--- src/rtl/game_round_ctrl_if.sv ---
// Signal bundle between the round controller and the rest of the game SoC.
// The controller side uses the master modport; the environment (CPU glue,
// video-domain hit logic, colorizer, Rojobot resets) uses the slave modport.
interface game_round_ctrl_if;
    // Player / CPU / video-domain inputs to the controller
    logic       start_btn;
    logic       map_sel;
    logic       tank_hit;
    logic       train_hit;
    logic       irq_ack;

    // Controller outputs
    logic [4:0] frame;
    logic       tank_reset;
    logic       train_reset;
    logic       fire_en;
    logic [2:0] tank_lives;
    logic [2:0] train_lives;
    logic [6:0] round_time;
    logic       game_over_irq;

    // Current FSM state, exposed for debug and checkers
    logic [2:0] dbg_state;

    // Handshake: game_over_irq is a sticky level raised when a round ends.
    // The CPU lowers it by pulsing irq_ack for at least one clk; if a new
    // raise and an ack land in the same clk, the raise wins and irq stays 1.
    // There is no ready/valid backpressure anywhere else on this bundle.

    modport master (
        input  start_btn,
        input  map_sel,
        input  tank_hit,
        input  train_hit,
        input  irq_ack,
        output frame,
        output tank_reset,
        output train_reset,
        output fire_en,
        output tank_lives,
        output train_lives,
        output round_time,
        output game_over_irq,
        output dbg_state
    );

    modport slave (
        output start_btn,
        output map_sel,
        output tank_hit,
        output train_hit,
        output irq_ack,
        input  frame,
        input  tank_reset,
        input  train_reset,
        input  fire_en,
        input  tank_lives,
        input  train_lives,
        input  round_time,
        input  game_over_irq,
        input  dbg_state
    );
endinterface

--- src/rtl/game_round_ctrl.sv ---
// Round sequencer for the two-player Rojobot match (tank vs. train).
// Runs start screen -> arm -> play/respawn -> win/draw screen -> start,
// tracks lives and the round timer, and raises a sticky game-over flag.
// Hit and start inputs pass through 2-FF synchronisers before edge detect.
module game_round_ctrl #(
    parameter int LIVES          = 3,
    parameter int TICKS_PER_SEC  = 100000000,
    parameter int ROUND_SECS     = 99,
    parameter int WIN_HOLD_SECS  = 5,
    parameter int RESPAWN_CYCLES = 16
) (
    input  logic              clk,
    input  logic              rstn,
    game_round_ctrl_if.master bus
);

    // ------------------------------------------------------------------
    // Derived constants
    // ------------------------------------------------------------------
    localparam longint HOLD_CYCLES = longint'(WIN_HOLD_SECS) * longint'(TICKS_PER_SEC);
    localparam longint CNT_MAX     = (HOLD_CYCLES > longint'(RESPAWN_CYCLES)) ?
                                     HOLD_CYCLES : longint'(RESPAWN_CYCLES);
    localparam int     CNT_W       = $clog2(CNT_MAX + 1);
    localparam int     PRE_W       = (TICKS_PER_SEC > 1) ? $clog2(TICKS_PER_SEC) : 1;

    localparam logic [CNT_W-1:0] RESPAWN_LOAD = CNT_W'(RESPAWN_CYCLES);
    localparam logic [CNT_W-1:0] HOLD_LOAD    = CNT_W'(HOLD_CYCLES);
    localparam logic [CNT_W-1:0] CNT_ONE      = CNT_W'(1);
    localparam logic [PRE_W-1:0] PRE_LAST     = PRE_W'(TICKS_PER_SEC - 1);
    localparam logic [2:0]       LIVES_INIT   = 3'(LIVES);
    localparam logic [6:0]       ROUND_INIT   = 7'(ROUND_SECS);

    localparam logic [4:0] FRAME_START = 5'b00001;
    localparam logic [4:0] FRAME_MAP1  = 5'b00010;
    localparam logic [4:0] FRAME_MAP2  = 5'b00100;
    localparam logic [4:0] FRAME_TANK  = 5'b01000;
    localparam logic [4:0] FRAME_TRAIN = 5'b10000;

    typedef enum logic [2:0] {
        S_START     = 3'd0,
        S_ARM       = 3'd1,
        S_PLAY      = 3'd2,
        S_RESPAWN   = 3'd3,
        S_WIN_TANK  = 3'd4,
        S_WIN_TRAIN = 3'd5,
        S_DRAW      = 3'd6
    } state_t;

    // ------------------------------------------------------------------
    // Registers and their next values
    // ------------------------------------------------------------------
    state_t           state, state_n;
    logic [CNT_W-1:0] cnt, cnt_n;
    logic [PRE_W-1:0] presc, presc_n;
    logic [2:0]       tank_lives, tank_lives_n;
    logic [2:0]       train_lives, train_lives_n;
    logic [6:0]       round_time, round_time_n;
    logic             map1, map1_n;
    logic             rsp_tank, rsp_tank_n;
    logic             rsp_train, rsp_train_n;
    logic             irq;
    logic [4:0]       frame_q;

    // Combinational helpers
    logic             enter_end;
    logic             tick;
    logic             timeout;
    logic [4:0]       frame_d;
    logic             tank_reset_d;
    logic             train_reset_d;
    logic             fire_en_d;

    // [0],[1]: synchroniser stages, [2]: previous synchronised value
    logic [2:0] start_sync;
    logic [2:0] tank_sync;
    logic [2:0] train_sync;

    logic start_edge;
    logic tank_edge;
    logic train_edge;

    // Saturating down-count shared by the arm, respawn and hold timers
    function automatic logic [CNT_W-1:0] cnt_dec(input logic [CNT_W-1:0] v);
        return (v == '0) ? '0 : v - CNT_ONE;
    endfunction

    // Synchronise the asynchronous-domain levels and keep one extra stage for edge detect
    always_ff @(posedge clk or negedge rstn) begin
        if (!rstn) begin
            start_sync <= '0;
            tank_sync  <= '0;
            train_sync <= '0;
        end else begin
            start_sync <= {start_sync[1:0], bus.start_btn};
            tank_sync  <= {tank_sync[1:0],  bus.tank_hit};
            train_sync <= {train_sync[1:0], bus.train_hit};
        end
    end

    assign start_edge = start_sync[1] & ~start_sync[2];
    assign tank_edge  = tank_sync[1]  & ~tank_sync[2];
    assign train_edge = train_sync[1] & ~train_sync[2];

    // Next-state, counters, lives and timer; every timed state is left on
    // the clk its counter reaches zero, so it lasts exactly its load value.
    always_comb begin
        state_n       = state;
        cnt_n         = cnt;
        presc_n       = presc;
        tank_lives_n  = tank_lives;
        train_lives_n = train_lives;
        round_time_n  = round_time;
        map1_n        = map1;
        rsp_tank_n    = rsp_tank;
        rsp_train_n   = rsp_train;
        enter_end     = 1'b0;
        tick          = 1'b0;
        timeout       = 1'b0;

        case (state)
            S_START: begin
                tank_lives_n  = LIVES_INIT;
                train_lives_n = LIVES_INIT;
                round_time_n  = ROUND_INIT;
                presc_n       = '0;
                if (start_edge) begin
                    map1_n  = bus.map_sel;
                    cnt_n   = RESPAWN_LOAD;
                    state_n = S_ARM;
                end
            end

            S_ARM: begin
                cnt_n = cnt_dec(cnt);
                if (cnt <= CNT_ONE) begin
                    state_n = S_PLAY;
                end
            end

            S_PLAY: begin
                if (presc == PRE_LAST) begin
                    presc_n = '0;
                    tick    = 1'b1;
                end else begin
                    presc_n = presc + PRE_W'(1);
                end
                if (tick && (round_time != 7'd0)) begin
                    round_time_n = round_time - 7'd1;
                end
                if (tank_edge && (tank_lives != 3'd0)) begin
                    tank_lives_n = tank_lives - 3'd1;
                end
                if (train_edge && (train_lives != 3'd0)) begin
                    train_lives_n = train_lives - 3'd1;
                end
                timeout = tick && (round_time_n == 7'd0);

                // Hits are applied first; any end condition then resolves
                // to the player with more lives left, equal lives is a draw.
                if ((tank_lives_n == 3'd0) || (train_lives_n == 3'd0) || timeout) begin
                    enter_end = 1'b1;
                    cnt_n     = HOLD_LOAD;
                    if (tank_lives_n > train_lives_n) begin
                        state_n = S_WIN_TANK;
                    end else if (tank_lives_n < train_lives_n) begin
                        state_n = S_WIN_TRAIN;
                    end else begin
                        state_n = S_DRAW;
                    end
                end else if (tank_edge || train_edge) begin
                    cnt_n       = RESPAWN_LOAD;
                    rsp_tank_n  = tank_edge;
                    rsp_train_n = train_edge;
                    state_n     = S_RESPAWN;
                end
            end

            S_RESPAWN: begin
                cnt_n = cnt_dec(cnt);
                if (cnt <= CNT_ONE) begin
                    state_n = S_PLAY;
                end
            end

            S_WIN_TANK, S_WIN_TRAIN, S_DRAW: begin
                cnt_n = cnt_dec(cnt);
                if (cnt <= CNT_ONE) begin
                    tank_lives_n  = LIVES_INIT;
                    train_lives_n = LIVES_INIT;
                    round_time_n  = ROUND_INIT;
                    presc_n       = '0;
                    state_n       = S_START;
                end
            end

            default: begin
                state_n = S_START;
            end
        endcase
    end

    // Moore outputs: bot resets, fire enable and the frame to be registered
    always_comb begin
        tank_reset_d  = 1'b1;
        train_reset_d = 1'b1;
        fire_en_d     = 1'b0;
        frame_d       = FRAME_START;

        case (state)
            S_ARM: begin
                frame_d = map1 ? FRAME_MAP1 : FRAME_MAP2;
            end
            S_PLAY: begin
                tank_reset_d  = 1'b0;
                train_reset_d = 1'b0;
                fire_en_d     = 1'b1;
                frame_d       = map1 ? FRAME_MAP1 : FRAME_MAP2;
            end
            S_RESPAWN: begin
                tank_reset_d  = rsp_tank;
                train_reset_d = rsp_train;
                frame_d       = map1 ? FRAME_MAP1 : FRAME_MAP2;
            end
            S_WIN_TANK: begin
                frame_d = FRAME_TANK;
            end
            S_WIN_TRAIN: begin
                frame_d = FRAME_TRAIN;
            end
            default: begin
                frame_d = FRAME_START;
            end
        endcase
    end

    // State, counters, scores and the frame register (frame lags state by one clk)
    always_ff @(posedge clk or negedge rstn) begin
        if (!rstn) begin
            state       <= S_START;
            cnt         <= '0;
            presc       <= '0;
            tank_lives  <= LIVES_INIT;
            train_lives <= LIVES_INIT;
            round_time  <= ROUND_INIT;
            map1        <= 1'b0;
            rsp_tank    <= 1'b0;
            rsp_train   <= 1'b0;
            frame_q     <= FRAME_START;
        end else begin
            state       <= state_n;
            cnt         <= cnt_n;
            presc       <= presc_n;
            tank_lives  <= tank_lives_n;
            train_lives <= train_lives_n;
            round_time  <= round_time_n;
            map1        <= map1_n;
            rsp_tank    <= rsp_tank_n;
            rsp_train   <= rsp_train_n;
            frame_q     <= frame_d;
        end
    end

    // Sticky game-over flag: a raise beats a simultaneous ack
    always_ff @(posedge clk or negedge rstn) begin
        if (!rstn) begin
            irq <= 1'b0;
        end else if (enter_end) begin
            irq <= 1'b1;
        end else if (bus.irq_ack) begin
            irq <= 1'b0;
        end
    end

    assign bus.frame         = frame_q;
    assign bus.tank_reset    = tank_reset_d;
    assign bus.train_reset   = train_reset_d;
    assign bus.fire_en       = fire_en_d;
    assign bus.tank_lives    = tank_lives;
    assign bus.train_lives   = train_lives;
    assign bus.round_time    = round_time;
    assign bus.game_over_irq = irq;
    assign bus.dbg_state     = state;

endmodule

--- src/flat_wrapper.sv ---
// flat-port wrapper written by rule: the top's interface ports become plain ports
module game_round_ctrl_flat 
#(
    parameter int LIVES          = 3,
    parameter int TICKS_PER_SEC  = 100000000,
    parameter int ROUND_SECS     = 99,
    parameter int WIN_HOLD_SECS  = 5,
    parameter int RESPAWN_CYCLES = 16
)
  (clk, rstn, bus_start_btn, bus_map_sel, bus_tank_hit, bus_train_hit, bus_irq_ack, bus_frame, bus_tank_reset, bus_train_reset, bus_fire_en, bus_tank_lives, bus_train_lives, bus_round_time, bus_game_over_irq, bus_dbg_state);
  game_round_ctrl_if bus_i ();
  input  logic clk;
  input  logic rstn;
  input wire logic [$bits(bus_i.start_btn)-1:0] bus_start_btn;
  input wire logic [$bits(bus_i.map_sel)-1:0] bus_map_sel;
  input wire logic [$bits(bus_i.tank_hit)-1:0] bus_tank_hit;
  input wire logic [$bits(bus_i.train_hit)-1:0] bus_train_hit;
  input wire logic [$bits(bus_i.irq_ack)-1:0] bus_irq_ack;
  output wire logic [$bits(bus_i.frame)-1:0] bus_frame;
  output wire logic [$bits(bus_i.tank_reset)-1:0] bus_tank_reset;
  output wire logic [$bits(bus_i.train_reset)-1:0] bus_train_reset;
  output wire logic [$bits(bus_i.fire_en)-1:0] bus_fire_en;
  output wire logic [$bits(bus_i.tank_lives)-1:0] bus_tank_lives;
  output wire logic [$bits(bus_i.train_lives)-1:0] bus_train_lives;
  output wire logic [$bits(bus_i.round_time)-1:0] bus_round_time;
  output wire logic [$bits(bus_i.game_over_irq)-1:0] bus_game_over_irq;
  output wire logic [$bits(bus_i.dbg_state)-1:0] bus_dbg_state;
  assign bus_i.start_btn = bus_start_btn;
  assign bus_i.map_sel = bus_map_sel;
  assign bus_i.tank_hit = bus_tank_hit;
  assign bus_i.train_hit = bus_train_hit;
  assign bus_i.irq_ack = bus_irq_ack;
  assign bus_frame = bus_i.frame;
  assign bus_tank_reset = bus_i.tank_reset;
  assign bus_train_reset = bus_i.train_reset;
  assign bus_fire_en = bus_i.fire_en;
  assign bus_tank_lives = bus_i.tank_lives;
  assign bus_train_lives = bus_i.train_lives;
  assign bus_round_time = bus_i.round_time;
  assign bus_game_over_irq = bus_i.game_over_irq;
  assign bus_dbg_state = bus_i.dbg_state;
  game_round_ctrl #(.LIVES(LIVES), .TICKS_PER_SEC(TICKS_PER_SEC), .ROUND_SECS(ROUND_SECS), .WIN_HOLD_SECS(WIN_HOLD_SECS), .RESPAWN_CYCLES(RESPAWN_CYCLES)) u_core (.clk(clk), .rstn(rstn), .bus(bus_i));
endmodule
--- config.mk ---
export PLATFORM = sky130hd
export DESIGN_NAME = game_round_ctrl_flat
export DESIGN_NICKNAME = d
export VERILOG_FILES = /design/src/rtl/game_round_ctrl_if.sv /design/src/rtl/game_round_ctrl.sv /design/src/flat_wrapper.sv
export SDC_FILE = /design/constraint.sdc
export NUM_CORES = 1
export LEC_CHECK = 0
export BUFFER_PORTS_ARGS = -buffer_cell sky130_fd_sc_hd__buf_2
export CAP_MARGIN = 10
export CORE_UTILIZATION = 45
export CTS_BUF_LIST = sky130_fd_sc_hd__clkbuf_4 sky130_fd_sc_hd__clkbuf_8 sky130_fd_sc_hd__clkbuf_16
export CTS_CLUSTER_DIAMETER = 120
export CTS_CLUSTER_SIZE = 24
export DETAILED_ROUTE_END_ITERATION = 8
export GPL_TIMING_DRIVEN = 0
export HOLD_SLACK_MARGIN = 0.06
export PLACE_DENSITY_LB_ADDON = 0.15
export SYNTH_ARGS = -nofsm -noshare
export SYNTH_HDL_FRONTEND = slang
export SYNTH_SLANG_ARGS = --single-unit
--- constraint.sdc ---
create_clock -name clk -period 4.1 [get_ports clk]
set_input_delay 0.615 -clock clk [delete_from_list [all_inputs] [get_ports clk]]
set_output_delay 0.615 -clock clk [all_outputs]
set_load 0.02 [all_outputs]
# --- After elaboration in Yosys (flattened, before gate mapping) ---
# Cells that the tools add are included.
word_totals:
  regBits: 90
  input_bits: 7
  word_cells: 105
classes:
  n_addsub: 5
  magnitude_cmp: 3
  n_eq_ne: 11
  mux: 38
  bitwise: 7
  n_reduce_logical: 27
ops:
  columns: ["op", "count"]
  rows:
  - ["$mux W29", 4]
  - ["$pmux W29 S3", 1]
  - ["$pmux W27 S3", 1]
  - ["$mux W27", 2]
  - ["$mux W3", 12]
  - ["$le A29 B1 Y1 const B", 1]
  - ["$logic_not A29 Y1", 1]
  - ["$sub A29 B1 Y29 const B", 1]
  - ["$add A27 B1 Y27 const B", 1]
  - ["$eq A27 B27 Y1 const B", 1]
  - ["$mux W7", 3]
  - ["$pmux W7 S3", 1]
  - ["$pmux W3 S3", 2]
  - ["$pmux W5 S3", 1]
  - ["$pmux W3 S4", 1]
  - ["$reduce_bool A3 Y1", 4]
  - ["$eq A3 B3 Y1 const B", 3]
  - ["$logic_not A3 Y1", 3]
  - ["$logic_not A7 Y1", 1]
  - ["$mux W1", 7]
  - ["$reduce_bool A7 Y1", 1]
  - ["$sub A7 B1 Y7 const B", 1]
  - ["$eq A3 B2 Y1 const B", 2]
  - ["$ne A2 B1 Y1 const B", 3]
  - ["other kinds (18)", 33]

# --- Longest topological paths before layout ---
# Gate-level depths: netlist (run 1).
logic_depth:
  depth_word: 12
  depth_mapped: 12
  ltp_nobuf: 12

# --- Least setup slack after synthesis (run 1) ---
# OpenSTA, ideal clock, no wires.
synth_timing:
  kind: "reg2reg"
  startpoint: "register u_core.tank_lives[0], in the netlist u_core.bus.tank_lives[0]"
  endpoint: "register u_core.cnt[16]"
  setup_time_ns: 0.129
  arrival_ns: 2.804
  required_time_ns: 3.971
  path_slack_ns: 1.167
  stages_incl_launch_ff: 12
  synth_period_minus_slack_ns: 2.933
  cell_sequence: "dfstp_2 > inv_1 > ha_1 > ha_1 > nor3b_2 > and3_1 > a21oi_1 > o22ai_1 > a2111oi_4 > or2_1 > buf_2 > a2111o_1"
synth_via:
  elab_chain_cells: 9
  elab_cells_between_ends: 12
  classes_between: "add/sub: 1; eq/ne: 1; mux: 4; reduce/logical: 6"
synth_lines:
  columns: ["item", "line_no", "rtl"]
  rows:
  - ["start: declaration", "game_round_ctrl.sv:55", "logic [2:0] tank_lives, tank_lives_n;"]
  - ["start signal: assignment", "game_round_ctrl.sv:253", "tank_lives <= tank_lives_n;"]
  - ["branches (longest 2 deep; another with $sub A3 B1 Y3)", null, null]
  - ["$mux W3 (*)", "game_round_ctrl.sv:150", "if (tank_edge && (tank_lives != 3'd0)) begin"]
  - ["$mux W3 (*)", "game_round_ctrl.sv:120", "case (state)"]
  - ["$logic_not A3 Y1 (*)", "game_round_ctrl.sv:160", "if ((tank_lives_n == 3'd0) || (train_lives_n == 3'd0) || timeout) begin"]
  - ["$logic_or A1 B1 Y1 (*) (2 in a row)", "game_round_ctrl.sv:160", null]
  - ["$ne A3 B1 Y1 (no line) or $mux W29 (tied branches)", null, null]
  - ["$reduce_and A3 Y1 (no line) or $pmux W29 S3 (tied branches)", null, null]
  - ["end signal: assignment", "game_round_ctrl.sv:251", "cnt <= cnt_n;"]
  - ["end: declaration", "game_round_ctrl.sv:53", "logic [CNT_W-1:0] cnt, cnt_n;"]
# Mark *: on every way between the ends. The select of a mux whose other input is x is not followed.
# A chain may end at the register's enable or synchronous reset.

# --- Final worst setup path (run 1) ---
layout_timing:
  startpoint: "register u_core.tank_lives[0], in the netlist u_core.bus.tank_lives[0]"
  endpoint: "register u_core.cnt[26]"
# The elaborated chain is that of the path after synthesis.

==> results by group, run 1 <==
Run status
  – Status: complete, no violations

Synth
  – Largest family of logic cells by synthesized area: compound AO/OA/AOI/OAI gates
  – Top-count cell post-synth: sky130_fd_sc_hd__dfrtp_1
  – Post-synthesis adder-cell area fraction: 2.72%
  – Post-synth top area cell: sky130_fd_sc_hd__dfrtp_1
  – XOR/XNOR share of the synthesized area: 0.693%
  – Average cell area after synthesis: slightly below 9 um2
  – Cell types with the largest area share after synthesis: sky130_fd_sc_hd__dfrtp_1 40%, sky130_fd_sc_hd__o21ai_0 6.1%, sky130_fd_sc_hd__dfstp_2 4.7%, sky130_fd_sc_hd__a21oi_1 4.3%, sky130_fd_sc_hd__nand2_1 4.2%
  – Mux cell area share after synthesis: less than 1%
  – Synth unique cells: 61
  – Most used standard cells in the synthesized netlist: 81 x sky130_fd_sc_hd__dfrtp_1, 62 x sky130_fd_sc_hd__o21ai_0, 57 x sky130_fd_sc_hd__nand2_1
  – Share of synthesized flip-flops with an asynchronous set or reset: 100%
  – Net count of the mapped netlist: 594
  – Flop and latch count out of synthesis: 90
  – Post-synthesis compound-gate area fraction: 24.4%
  – Number of flops mapped to enable cells by yosys: 0
  – Area fraction in and, or, nand and nor cells after synthesis: 23.1%
  – Syn Inst Count: 576
  – Share of Yosys cell area claimed by the top area cell type: ~40%
  – Number of warnings printed during yosys synthesis: 0
  – Portion of the post-synthesis area used by sequential elements: about 45%
  – Top FF cell, synth: sky130_fd_sc_hd__dfrtp_1
  – Area of the mapped netlist: 5060 um2

Timing
  – RSZ-0062 raised after global routing: false
  – Post-layout min period: 3.37 ns
  – Setup Skew: 0.0115 ns
  – Final cycle utilization of the critical path: around 82%
  – Maximum clock rate: 296 MHz
  – Number of slew-limit violations in the final report: 0
  – Setup TNS: 0 ns
  – Final setup violation count: 0
  – Final hold violation count: 0
  – Worst slew margin: 37.5%
  – Slew of the pin with the lowest slew margin: 0.925 ns

Drt
  – Average wire length per cell after detail routing: 16.1 um
  – Total wirelength of the detailed-routed design: 12.3 mm
  – Count of antenna-violating nets left after detailed routing: 0
  – Highest metal layer with signal wires: met4
  – Detailed Route Iter0 Violations: 312
  – DRC: 0
  – Pre-Repair DR Iteration Count: 5
  – Wire length on met3: 443 um
  – Routed met2 length: 5.57 mm
  – Via count: 4552
  – Mean number of vias per cell: 5.96
  – Wire length the detailed router placed on met1: 6.11 mm

Layout
  – Post-route non-filler standard cell count: 764
  – Layout cell share with drive strength beyond 1: between 10% and 20%
  – Ant diodes: 0
  – Total Nets Final: 637
  – Layout-stage area growth over the synthesis result: 11.2%

Die
  – I/O pin count: 32
  – Number of placement rows: 38
  – Total Die Area: 11700 um2
  – Area of the core: approximately 11000 um2
  – Height of the die: 108 um
  – Chip Width: 108 um
  – Initial Utilization: 46.4%

Placement
  – Detail Placement HPWL: 8.64 mm
  – Inst Count DP: about 750
  – Weighted congestion reported at the end of routability-driven placement: 0.834
  – Port Buf Inserts: 31

Global route
  – Number of antenna violations at the first check in global routing: 0
  – Via count of the first global-routing pass: between 4000 and 5000
  – Gr ovfl total: 0
  – Pin count of the biggest net entering global routing: 67
  – Wire length of the first global-routing pass: 20.9 mm
  – Total Routing Usage GR: 23.1%

Clocking
  – Clock latency of the later-clocked register in the worst-skew pair: 0.37 ns
  – Postcts setup bufs: 0
  – CTS tree: done
  – Post-CTS clock slew at the launch and capture registers of the worst setup and hold paths: 0.09 ns
  – Worst-case clock buffer depth: 2
  – Depth of the CTS H-tree: 3
  – Number of buffers created by CTS: 9
  – Root buffer selected by CTS: sky130_fd_sc_hd__clkbuf_8
  – Hold buffers post-CTS: 0
  – Post_cts resized: 0
  – Number of sinks handled by clock tree synthesis: 90

Setup path
  – Worst reg2reg path depth: 11
  – Critical Path AT: 3.66 ns
  – Setup crit end kind: register
  – Required @ worst endpoint: about 4.4 ns
  – Critical path fanouts, max: 10
  – Critical path type: register to register
  – Critical path startpoint category: register

Power and ir drop
  – Peak supply drop: 0.000392 V
  – Pwr Total: 3.89 mW
  – Power density normalized to cell area: 692 nW/um2
  – Static Leak: roughly 2.5 nW

Worst hold path
  – Min-Delay Path Class: input pin to async pin

Flow run
  – Number of violations of the max-capacitance limit: 0
[path summary, 6_finish.rpt]
path / from / endpoint / slack [ns]
setup / recovery: u_core.bus.tank_lives[0]$_DFFE_PN1P_ / u_core.cnt[26]$_DFFE_PN0P_ / 0.73
hold / removal: rstn / u_core.presc[11]$_DFFE_PN0P_ / 0.14
setup reg to reg: u_core.bus.tank_lives[0]$_DFFE_PN1P_ / u_core.cnt[26]$_DFFE_PN0P_ / 0.73
hold reg to reg: u_core.start_sync[0]$_DFF_PN0_ / u_core.start_sync[1]$_DFF_PN0_ / 0.36
max in group asynchronous: rstn / u_core.bus.frame[0]$_DFF_PN1_ / 3.29
min in group clk: bus_start_btn / u_core.start_sync[0]$_DFF_PN0_ / 0.34
[cell families after synthesis]
kind of cell	after synthesis
AO/OA/AOI/OAI	191
XOR/XNOR	4
adder cells (fa/ha/maj)	11
buffers and inverters	52
flip-flops	90
multiplexers	2
AND/OR/NAND/NOR	226
[power by group]
part	switching [mW]	internal, mW	leakage (nW)
Clock	0.310	0.327	0.110
Sequential	0.189	1.11	1.16
Combinational	1.30	0.659	1.22
[per-stage QoR]
stage	cell area [um2]	setup WS, ns	hold slack (ns)	utilization, %
6_report	5620	0.727	0.140	51.6
5_1_grt	5620	0.448	0.156	51.6
4_1_cts	5620	0.713	0.136	51.6
3_5_place_dp	5420	0.732	0.336	49.7
3_3_place_gp	5390	0.800	0.342	49.5
2_1_floorplan	5060	1.17	0.319	-
[cells in the final DEF, fill, tap and decap left out, drive strengths merged, types with 4 or more instances in the layout]
master / Yosys / layout
clkbuf: 25 / 38
ha: 11 / 11
nor3b: 4 / 4
nand4: 15 / 15
nand2b: 6 / 6
buf: 5 / 37
nand3: 21 / 21
a31oi: 22 / 22
o31ai: 16 / 16
nor3: 19 / 19
nor2b: 5 / 5
o311ai: 4 / 4
nor2: 49 / 49
dfstp: 9 / 9
nand2: 58 / 58
inv: 21 / 21
or2: 6 / 6
and3: 14 / 14
nor4: 6 / 6
a21oi: 43 / 43
o21ai: 63 / 63
dfrtp: 81 / 81
or3: 13 / 13
o41ai: 4 / 4
[critical path: stages (launching register included)]
cell and delay, ns:
sky130_fd_sc_hd__dfstp_2 0.57, sky130_fd_sc_hd__inv_1 0.08, sky130_fd_sc_hd__ha_1 0.20, sky130_fd_sc_hd__ha_1 0.19
sky130_fd_sc_hd__nor3b_2 0.44, sky130_fd_sc_hd__nor2_1 0.08, sky130_fd_sc_hd__a21oi_1 0.28, sky130_fd_sc_hd__o22ai_1 0.22
sky130_fd_sc_hd__a2111oi_4 0.59, sky130_fd_sc_hd__buf_2 0.37, sky130_fd_sc_hd__o31ai_1 0.13, sky130_fd_sc_hd__o211ai_1 0.13
[sequential cells by signal, indices dropped and copies added, names as in the netlist, 3 cells and up]
register	cells
u_core.train_sync	3
u_core.tank_sync	3
u_core.start_sync	3
u_core.bus.train_lives	3
u_core.presc	27
u_core.cnt	29
u_core.bus.tank_lives	3
u_core.bus.dbg_state	3
u_core.bus.round_time	7
u_core.bus.frame	5
[per-layer routing]
| metal | vias up | track usage, % |
|---|---|---|
| li1 | 2220 | - |
| met3 | 13 | 3.25 |
| met5 | - | 0 |
| met1 | 2215 | 32.2 |
| met2 | 104 | 36.2 |
| met4 | 0 | 9.30 |
[cell type report]
cell class	instances	area (um2)
clock buffer	13	166
fill	1012	5270
multi-input combinational	434	2590
clock inverter	3	40.0
buffer	30	118
sequential	90	2260
timing repair buffer	32	185
inverter	22	82.6
tap	140	175
Power figures use the tool's default switching activity.
==> run 2, diff against run 1 <==
==> constraint.sdc (replaced) <==
create_clock -name clk -period 3 [get_ports clk]
set_input_delay 0.45 -clock clk [delete_from_list [all_inputs] [get_ports clk]]
set_output_delay 0.45 -clock clk [all_outputs]
set_load 0.02 [all_outputs]
==> results by group, run 2 (synthesized netlist as in run 1, its figures left out) <==
Die
  – Chip Width: 108 um
  – Area of the core: 10900 um2
  – Height of the die: 108 um
  – I/O pin count: 32
  – Number of placement rows: 38
  – Initial Utilization: a little under half
  – Total Die Area: 11700 um2

Layout
  – Most used cells in the layout excluding fill and tap cells: 80 x sky130_fd_sc_hd__dfrtp_1, 61 x sky130_fd_sc_hd__o21ai_0, 56 x sky130_fd_sc_hd__nand2_1
  – Commonest non-fill, non-tap cell in the layout: sky130_fd_sc_hd__dfrtp_1
  – Total Nets Final: 647
  – Most flops, register: u_core.cnt
  – Number of flip-flops under the largest register name: 29
  – Final Cell Area: 5860 um2
  – Ant diodes: 0
  – Layout-stage area growth over the synthesis result: 16.0%
  – Largest registers: u_core.cnt (29), u_core.presc (27), u_core.bus.round_time (7)
  – Finished Core Util: between 50% and 60%
  – Post-route non-filler standard cell count: just under 800
  – Layout cell share with drive strength beyond 1: 18.0%

Clocking
  – Post-CTS clock slew at the launch and capture registers of the worst setup and hold paths: 0.09 ns
  – CTS tree: done
  – Depth of the CTS H-tree: 3
  – Worst-case clock buffer depth: 2
  – Root buffer selected by CTS: sky130_fd_sc_hd__clkbuf_8
  – Clock latency of the later-clocked register in the worst-skew pair: 0.37 ns
  – Number of buffers created by CTS: 9
  – Number of sinks handled by clock tree synthesis: 90

Power and ir drop
  – Power density normalized to cell area: 939 nW/um2
  – Static Leak: 2.59 nW
  – Pwr Total: between 5 and 6 mW
  – Peak supply drop: around 0.00055 V

Timing
  – Fin worst setup slack: 0.0549 ns
  – Final cycle utilization of the critical path: 98.2%
  – Smallest hold slack: 0.175 ns
  – Slew of the pin with the lowest slew margin: about 0.94 ns
  – Maximum clock rate: 340 MHz
  – Number of slew-limit violations in the final report: 0
  – Setup TNS: 0 ns
  – Setup Skew: 0.00870 ns
  – RSZ-0062 raised after global routing: true
  – Final setup violation count: 0
  – Final hold violation count: 0
  – Worst slew margin: 37.4%
  – Post-layout min period: 2.95 ns

Worst hold path
  – Hold_sp: bus_start_btn
  – Worst Hold Depth: 1
  – Min-Delay Path Class: input pin to register

Drt
  – Via count: 4585
  – Average wire length per cell after detail routing: 16.4 um
  – Detailed Route Iter0 Violations: about 310
  – Count of antenna-violating nets left after detailed routing: 0
  – Pre-Repair DR Iteration Count: 5
  – Mean number of vias per cell: 5.92
  – DRC: 0
  – Total wirelength of the detailed-routed design: roughly 13 mm

Setup path
  – Worst reg2reg path depth: 9
  – Critical path type: register to register
  – Critical path startpoint category: register
  – Required @ worst endpoint: 3.26 ns
  – Origin of the critical flop-to-flop path: u_core.bus.round_time[0]$_DFFE_PN1P_
  – Critical path fanouts, max: 8
  – Critical Path AT: 3.21 ns
  – Critical path startpoint: u_core.bus.round_time[0]$_DFFE_PN1P_
  – Setup crit end kind: register

Placement
  – Detail Placement HPWL: 8.64 mm
  – Port Buf Inserts: 31
  – Placed Area: 5420 um2
  – Weighted congestion reported at the end of routability-driven placement: roughly 0.83
  – Inst Count DP: around 750
  – Worst slack, placed: -0.368 ns

Global route
  – Total Routing Usage GR: between 20% and 30%
  – Pin count of the biggest net entering global routing: 67
  – Number of antenna violations at the first check in global routing: 0
  – Gr ovfl total: 0
  – Via count of the first global-routing pass: around 4300
  – Wire length of the first global-routing pass: roughly 21 mm

Flow run
  – Number of violations of the max-capacitance limit: 0

Run status
  – Status: complete, no violations
[run 2: cell types whose count changed in the layout (fill, tap and decap cells not counted), moves of 2 or more]
cell	before	now
sky130_fd_sc_hd__buf_4	1	13
sky130_fd_sc_hd__clkbuf_1	25	21
sky130_fd_sc_hd__a21oi_1	43	40
sky130_fd_sc_hd__buf_2	34	31
sky130_fd_sc_hd__clkbuf_2	0	3
sky130_fd_sc_hd__a21oi_2	0	2
sky130_fd_sc_hd__clkbuf_4	2	4
sky130_fd_sc_hd__nor3_1	19	17
sky130_fd_sc_hd__nor3_2	0	2
sky130_fd_sc_hd__nor4_1	4	2
[run 2: final timing paths]
path,to,slack [ns]
max,u_core.cnt[16]$_DFFE_PN0P_,0.05
min,u_core.start_sync[0]$_DFF_PN0_,0.18
max reg2reg,u_core.cnt[16]$_DFFE_PN0P_,0.05
min reg2reg,u_core.start_sync[1]$_DFF_PN0_,0.36
max in group asynchronous,u_core.bus.frame[0]$_DFF_PN1_,1.80
min in group asynchronous,u_core.presc[11]$_DFFE_PN0P_,0.52
[run 2: area by class of cell]
class	count	area (um2)
plain buffers	28	121
clock buffers	13	166
clock inverters	3	40.0
fillers	982	5020
inverters	22	86.3
multi-input cells	434	2730
flip-flops and latches	90	2260
well taps	140	175
repair buffers	44	278
[run 2: timing repair]
action | 4_1_cts | 5_1_grt
endpoints found under the setup margin | 39 | 48
setup buffers | 6 | 5
pin swaps | 4 | 5
resized for setup | 7 | 29
endpoints found under the hold margin | 18 | 0
hold buffers | 1 | 0
[run 2: critical path, cell delays in order (launching register included)]
cell and delay, ns:
sky130_fd_sc_hd__dfstp_2 0.57, sky130_fd_sc_hd__inv_1 0.10, sky130_fd_sc_hd__ha_4 0.20, sky130_fd_sc_hd__or3_1 0.42, sky130_fd_sc_hd__a2111oi_4 0.47, sky130_fd_sc_hd__a2111oi_4 0.12
sky130_fd_sc_hd__buf_4 0.17, sky130_fd_sc_hd__or2_1 0.21, sky130_fd_sc_hd__buf_2 0.17, sky130_fd_sc_hd__a2111o_1 0.41
[run 2: power breakdown]
group | total [mW] | switching, mW | leakage (nW) | internal, mW
clock network | 0.872 | 0.425 | 0.110 | 0.447
registers | 1.78 | 0.266 | 1.16 | 1.52
logic | 2.85 | 1.85 | 1.31 | 1.01
total | 5.51 | 2.54 | 2.59 | 2.97
[run 2: metal layers]
layer / GRT usage (%) / wire length, um / vias up
li1: - / - / 2231
met1: 32.6 / 6220 / 2236
met2: 36.4 / 5840 / 105
met3: 3.25 / 443 / 13
met4: 9.00 / 193 / 0
met5: 0 / 0 / -
